===== src/rtl/mlu_pkg.sv =====
// Shared MLU definitions: collector FSM encoding, multiplier state constants, default widths.
package mlu_pkg;

  localparam int MLU_RES_W = 6;

  typedef enum logic [1:0] {
    COLL_IDLE = 2'd0,
    COLL_ARM  = 2'd1,
    COLL_WAIT = 2'd2
  } coll_state_t;

  typedef enum logic [1:0] {
    MUL_IDLE = 2'd0,
    MUL_BUSY = 2'd1,
    MUL_DONE = 2'd2
  } mul_state_t;

endpackage


===== src/rtl/mlu_sync_fifo.sv =====
// Synchronous FIFO; the caller only asserts push when a slot is free (or pop frees one).
module mlu_sync_fifo #(
  parameter int DEPTH = 4,
  parameter int W     = 6
) (
  input  logic                       clk,
  input  logic                       rst,
  input  logic                       i_push,
  input  logic                       i_pop,
  input  logic [W-1:0]               i_din,
  output logic [W-1:0]               o_dout,
  output logic                       o_full,
  output logic                       o_empty,
  output logic [$clog2(DEPTH+1)-1:0] o_count
);

  localparam int AW = $clog2(DEPTH);
  localparam int CW = $clog2(DEPTH+1);

  logic [W-1:0]  r_mem [DEPTH];
  logic [AW-1:0] r_wr;
  logic [AW-1:0] r_rd;
  logic [CW-1:0] r_count;
  logic          w_pop;

  assign o_empty = (r_count == '0);
  assign o_full  = (r_count == CW'(DEPTH));
  assign w_pop   = i_pop & ~o_empty;
  assign o_dout  = r_mem[r_rd];
  assign o_count = r_count;

  always_ff @(posedge clk) begin
    if (i_push) r_mem[r_wr] <= i_din;
  end

  // DEPTH is a power of two, so the pointers wrap by natural overflow.
  always_ff @(posedge clk or posedge rst) begin
    if (rst) begin
      r_wr    <= '0;
      r_rd    <= '0;
      r_count <= '0;
    end else begin
      if (i_push) r_wr <= r_wr + 1'b1;
      if (w_pop)  r_rd <= r_rd + 1'b1;
      case ({i_push, w_pop})
        2'b10:   r_count <= r_count + 1'b1;
        2'b01:   r_count <= r_count - 1'b1;
        default: r_count <= r_count;
      endcase
    end
  end

endmodule


===== src/rtl/mlu_result_collector.sv =====
// Issues multiplier start, captures the result on the ready rising edge, buffers it in a
// FIFO and sums it into a saturating accumulator; a watchdog flags a stalled multiplier.
module mlu_result_collector
  import mlu_pkg::*;
#(
  parameter int RES_W   = MLU_RES_W,
  parameter int DEPTH   = 4,
  parameter int ACC_W   = 10,
  parameter int TIMEOUT = 16
) (
  input  logic                       clk,
  input  logic                       rst,
  input  logic                       go,
  input  logic                       clr,
  output logic                       mlu_start,
  input  logic                       mlu_ready,
  input  logic [RES_W-1:0]           mlu_result,
  output logic                       out_valid,
  input  logic                       out_ready,
  output logic [RES_W-1:0]           out_data,
  output logic [$clog2(DEPTH+1)-1:0] count,
  output logic [ACC_W-1:0]           acc,
  output logic                       overflow,
  output logic                       timeout
);

  localparam int WD_W = $clog2(TIMEOUT);

  coll_state_t     r_state;
  logic            r_start;
  logic            r_rdy_q;
  logic [WD_W-1:0] r_wdog;
  logic            r_timeout;
  logic            r_overflow;
  logic [ACC_W-1:0] r_acc;

  logic            w_done_edge;
  logic            w_capture;
  logic            w_pop;
  logic            w_full;
  logic            w_empty;
  logic            w_push_ok;
  logic            w_drop;
  logic [ACC_W:0]  w_sum;

  assign w_done_edge = mlu_ready & ~r_rdy_q;
  assign w_capture   = (r_state == COLL_WAIT) & w_done_edge;
  assign w_pop       = ~w_empty & out_ready;
  assign w_push_ok   = w_capture & (~w_full | w_pop);
  assign w_drop      = w_capture & w_full & ~w_pop;
  assign w_sum       = {1'b0, r_acc} + (ACC_W+1)'(mlu_result);

  always_ff @(posedge clk or posedge rst) begin
    if (rst) begin
      r_state   <= COLL_IDLE;
      r_start   <= 1'b0;
      r_rdy_q   <= 1'b1;
      r_wdog    <= '0;
      r_timeout <= 1'b0;
    end else begin
      r_rdy_q <= mlu_ready;
      r_start <= 1'b0;
      if (clr) r_timeout <= 1'b0;
      case (r_state)
        COLL_IDLE: begin
          if (go) begin
            r_state <= COLL_ARM;
            r_start <= 1'b1;
          end
        end
        COLL_ARM: begin
          r_state <= COLL_WAIT;
          r_wdog  <= '0;
        end
        COLL_WAIT: begin
          // A done edge on the last watchdog cycle still counts as a completion.
          if (w_done_edge) begin
            r_state <= COLL_IDLE;
          end else if (r_wdog == WD_W'(TIMEOUT-1)) begin
            r_state <= COLL_IDLE;
            if (!clr) r_timeout <= 1'b1;
          end else begin
            r_wdog <= r_wdog + 1'b1;
          end
        end
        default: r_state <= COLL_IDLE;
      endcase
    end
  end

  always_ff @(posedge clk or posedge rst) begin
    if (rst) begin
      r_acc      <= '0;
      r_overflow <= 1'b0;
    end else if (clr) begin
      r_acc      <= '0;
      r_overflow <= 1'b0;
    end else begin
      if (w_push_ok) r_acc <= w_sum[ACC_W] ? '1 : w_sum[ACC_W-1:0];
      if (w_drop)    r_overflow <= 1'b1;
    end
  end

  mlu_sync_fifo #(
    .DEPTH (DEPTH),
    .W     (RES_W)
  ) u_fifo (
    .clk     (clk),
    .rst     (rst),
    .i_push  (w_push_ok),
    .i_pop   (w_pop),
    .i_din   (mlu_result),
    .o_dout  (out_data),
    .o_full  (w_full),
    .o_empty (w_empty),
    .o_count (count)
  );

  assign out_valid = ~w_empty;
  assign mlu_start = r_start;
  assign acc       = r_acc;
  assign overflow  = r_overflow;
  assign timeout   = r_timeout;

endmodule

===== config.mk =====
export PLATFORM = sky130hd
export DESIGN_NAME = mlu_result_collector
export DESIGN_NICKNAME = d
export VERILOG_FILES = /design/src/rtl/mlu_pkg.sv /design/src/rtl/mlu_sync_fifo.sv /design/src/rtl/mlu_result_collector.sv
export SDC_FILE = /design/constraint.sdc
export NUM_CORES = 1
export LEC_CHECK = 0
export ABC_AREA = 0
export CAP_MARGIN = 20
export CORE_AREA = 10 10 86 88
export CTS_CLUSTER_DIAMETER = 50
export DETAILED_ROUTE_END_ITERATION = 7
export DIE_AREA = 0 0 96 98
export GPL_TIMING_DRIVEN = 0
export PLACE_DENSITY = 0.66
export SLEW_MARGIN = 40
export SYNTH_ARGS = -nofsm -noshare
export SYNTH_HDL_FRONTEND = slang
export SYNTH_HIERARCHICAL = 1
export SYNTH_SLANG_ARGS = --single-unit

===== constraint.sdc =====
create_clock -name clk -period 2.8 [get_ports clk]
set_input_delay 0.56 -clock clk [delete_from_list [all_inputs] [get_ports clk]]
set_output_delay 0.56 -clock clk [all_outputs]
set_load 0.01 [all_outputs]

==> qor.yml <==
min-delay-start: "r_state[0]"
status: "complete, no violations"
ys.flop_type: "dfrtp_1"
detail-route-antenna-nets: 0
dieArea_sq_um: 9410
cts_tree: "built"
yosysTopAreaCell: "edfxtp_1"
worst_slack_ns: 0.225
synth_most_common_cell: "dfrtp_1"
ys_warn_count: 6
synthTopCellsByCount: "26 x dfrtp_1, 24 x edfxtp_1, 18 x nor2_1, 15 x inv_1, 12 x ha_1"
crit_arrival_ns: 2.75
yosysUniqueCellTypes: 45
grt_usage: 0.103
setup_tns_ns: 0
drt-pass1-iter-count: 4
min_period_over_period: 0.920
crit_path_end_kind: "flip-flop"
hold_viol_final: 0
dpl.hpwl_microns: 3400
rr_startpoint: "u_fifo/o_count[0]"
cp_data_required_time_ns: 2.97
yosys.area.top_type_share: 0.293
ys_ff_latch: 51
fin_crit_ns: 2.57
cts_sinks: 51
rsz0062_at_grt: "false"
fmax_mhz: 388
wl_per_cell_microns: 15.2
p_leak_nw: 1.19
fillers: 527
via_per_inst: 5.08
drcViolationCount: 0
hold_class: "flip-flop to flip-flop"
fin_worst_skew_ns: 0.00669
num_antenna_cells: 0
die_w_microns: 96
worstSetupStartpoint: "mlu_result[0]"
yosys-top-cells-area: "edfxtp_1 29%, dfrtp_1 26%, ha_1 6.1%"
cts_buffers: 5
final_nets: 255
drv_slew: 0
portBuffers: 34
grt_max_degree: 21
holdWs_ns: 0.495
multi_input_area_sq_um: 992
syn_inst: 188
criticalPathCategory: "primary input to flip-flop"
gp_congestion: 0.796
grt_pass1_vias: 1588
tightest_slew_ns: 0.735
drive_gt1_frac: 0.113
max-vdd-ir-drop_uv: 436
start_util: 0.428
maxCapViolations: 0
cts_buffer_depth: 2
cts.htree.levels: 2
final_core_util: 0.526
setup.worst_path.start_class: "primary input"
clkLatencyLatePin_ns: 0.30
syn-num-nets: 214
vias: 1550
antenna_found_initial: 0
row_count: 28
routed_wl_microns: 4630
finalSetupViolations: 0
synth_edf_count: 24
drt-initial-drc-count: 53
core-area_sq_um: 5750
dp_worst_setup_slack_ns: -0.275
syn_area_per_cell_sq_um: 13.1
slew_headroom: 0.507
die_h_microns: 98
ys_seq_area_frac: 0.569
grt-ovfl-total: 0
syn2layout_area_growth_pct: 23.0
cts-root-buf: "clkbuf_8"
clk_pin_slew_ns: 0.09
ios: 35
grt_pass1_wl_microns: 7670
powerDensity_nw_per_um2: 786
ff_latch_area_sq_um: 1400
crit_path_max_fanout: 6
synthArstFlopShare: 0.529
synth.cell_area_sq_um: 2460
[cells in the final DEF (no fill, tap or decap), types with 3 or more instances in the layout]
master	n
clkdlybuf4s50_1	34
dfrtp_1	26
edfxtp_1	24
nor2_1	18
inv_1	14
ha_1	12
xor2_1	9
nand2_1	7
a21oi_1	7
mux4_2	6
clkbuf_8	5
nor3_1	4
a311oi_1	4
and3_1	4
and2_1	4
o21ai_0	3
a211oi_1	3
o31a_1	3
a21o_1	3
xnor2_1	3
[routing by layer]
metal	track usage	up-vias	wire, microns
met3	0.0413	4	284
met5	0	-	0
met2	0.161	27	2280
met4	0.0341	0	35
li1	-	768	-
met1	0.126	751	2030
[worst max-delay path: stages]
cell,delay (ns)
clkdlybuf4s50_1,0.50
ha_1,0.28
fa_1,0.44
a211oi_2,0.24
nor2_1,0.12
o31ai_4,0.33
nand4_1,0.12
nor3b_2,0.17
[power breakdown]
part / switching (mW) / internal, mW
registers: 0.0956 / 0.906
logic: 0.402 / 0.451
clock network: 0.251 / 0.269
[per-stage QoR]
| step | cells | cell area, sq um | power (mW) |
|---|---|---|---|
| 6_report | 305 | 3020 | 2.37 |
| 4_1_cts | 305 | 3010 | 2.41 |
| 3_3_place_gp | 297 | 2890 | 1.86 |
| 2_1_floorplan | 188 | 2460 | 1.56 |
| 5_1_grt | 305 | 3020 | 2.53 |
| 3_5_place_dp | 297 | 2890 | 1.88 |
[state kept, by name (all words and copies together) (netlist names)]
register,flops
mlu_start,1
r_state,2
u_fifo/o_count,3
u_fifo/r_rd,2
timeout,1
r_rdy_q,1
overflow,1
acc,10
u_fifo/r_mem,24
u_fifo/r_wr,2
r_wdog,4
[cell type report]
cell class / count / share of cell area
sequential: 51 / 0.462
tap: 75 / 0.0310
inverter: 15 / 0.0186
timing repair buffer: 34 / 0.113
clock buffer: 5 / 0.0228
multi-input combinational: 118 / 0.328
clock inverter: 3 / 0.0153
buffer: 4 / 0.00911
[cell families (layout without fill, tap and decap cells)]
kind of cell,Yosys count,count (layout),synth area share
flops,51,51,0.569
simple gates,49,49,0.103
compound gates,36,36,0.115
buf+inv,19,61,0.0341
fa+ha+maj,14,14,0.0774
xor+xnor,12,12,0.0428
mux,7,7,0.0591
[repair_timing]
item / CTS / global route
hold buffers: 0 / 0
setup endpoints to repair: 0 / 3
resized for setup: 0 / 2
setup buffers: 0 / 0
endpoints found under the hold margin: 0 / 0
[path summary, 6_finish.rpt]
path / to / slack (ns) / cells after the start
setup / recovery: acc[9] / 0.23 / 8
hold / removal: r_state[0] / 0.50 / 1
setup reg to reg: u_fifo/o_count[2] / 0.37 / 11
hold reg to reg: r_state[0] / 0.50 / 1
max in group asynchronous: r_rdy_q / 1.82 / 2
min in group asynchronous: u_fifo/o_count[2] / 0.51 / 2
No activity file was read; power rests on OpenSTA's default activity.
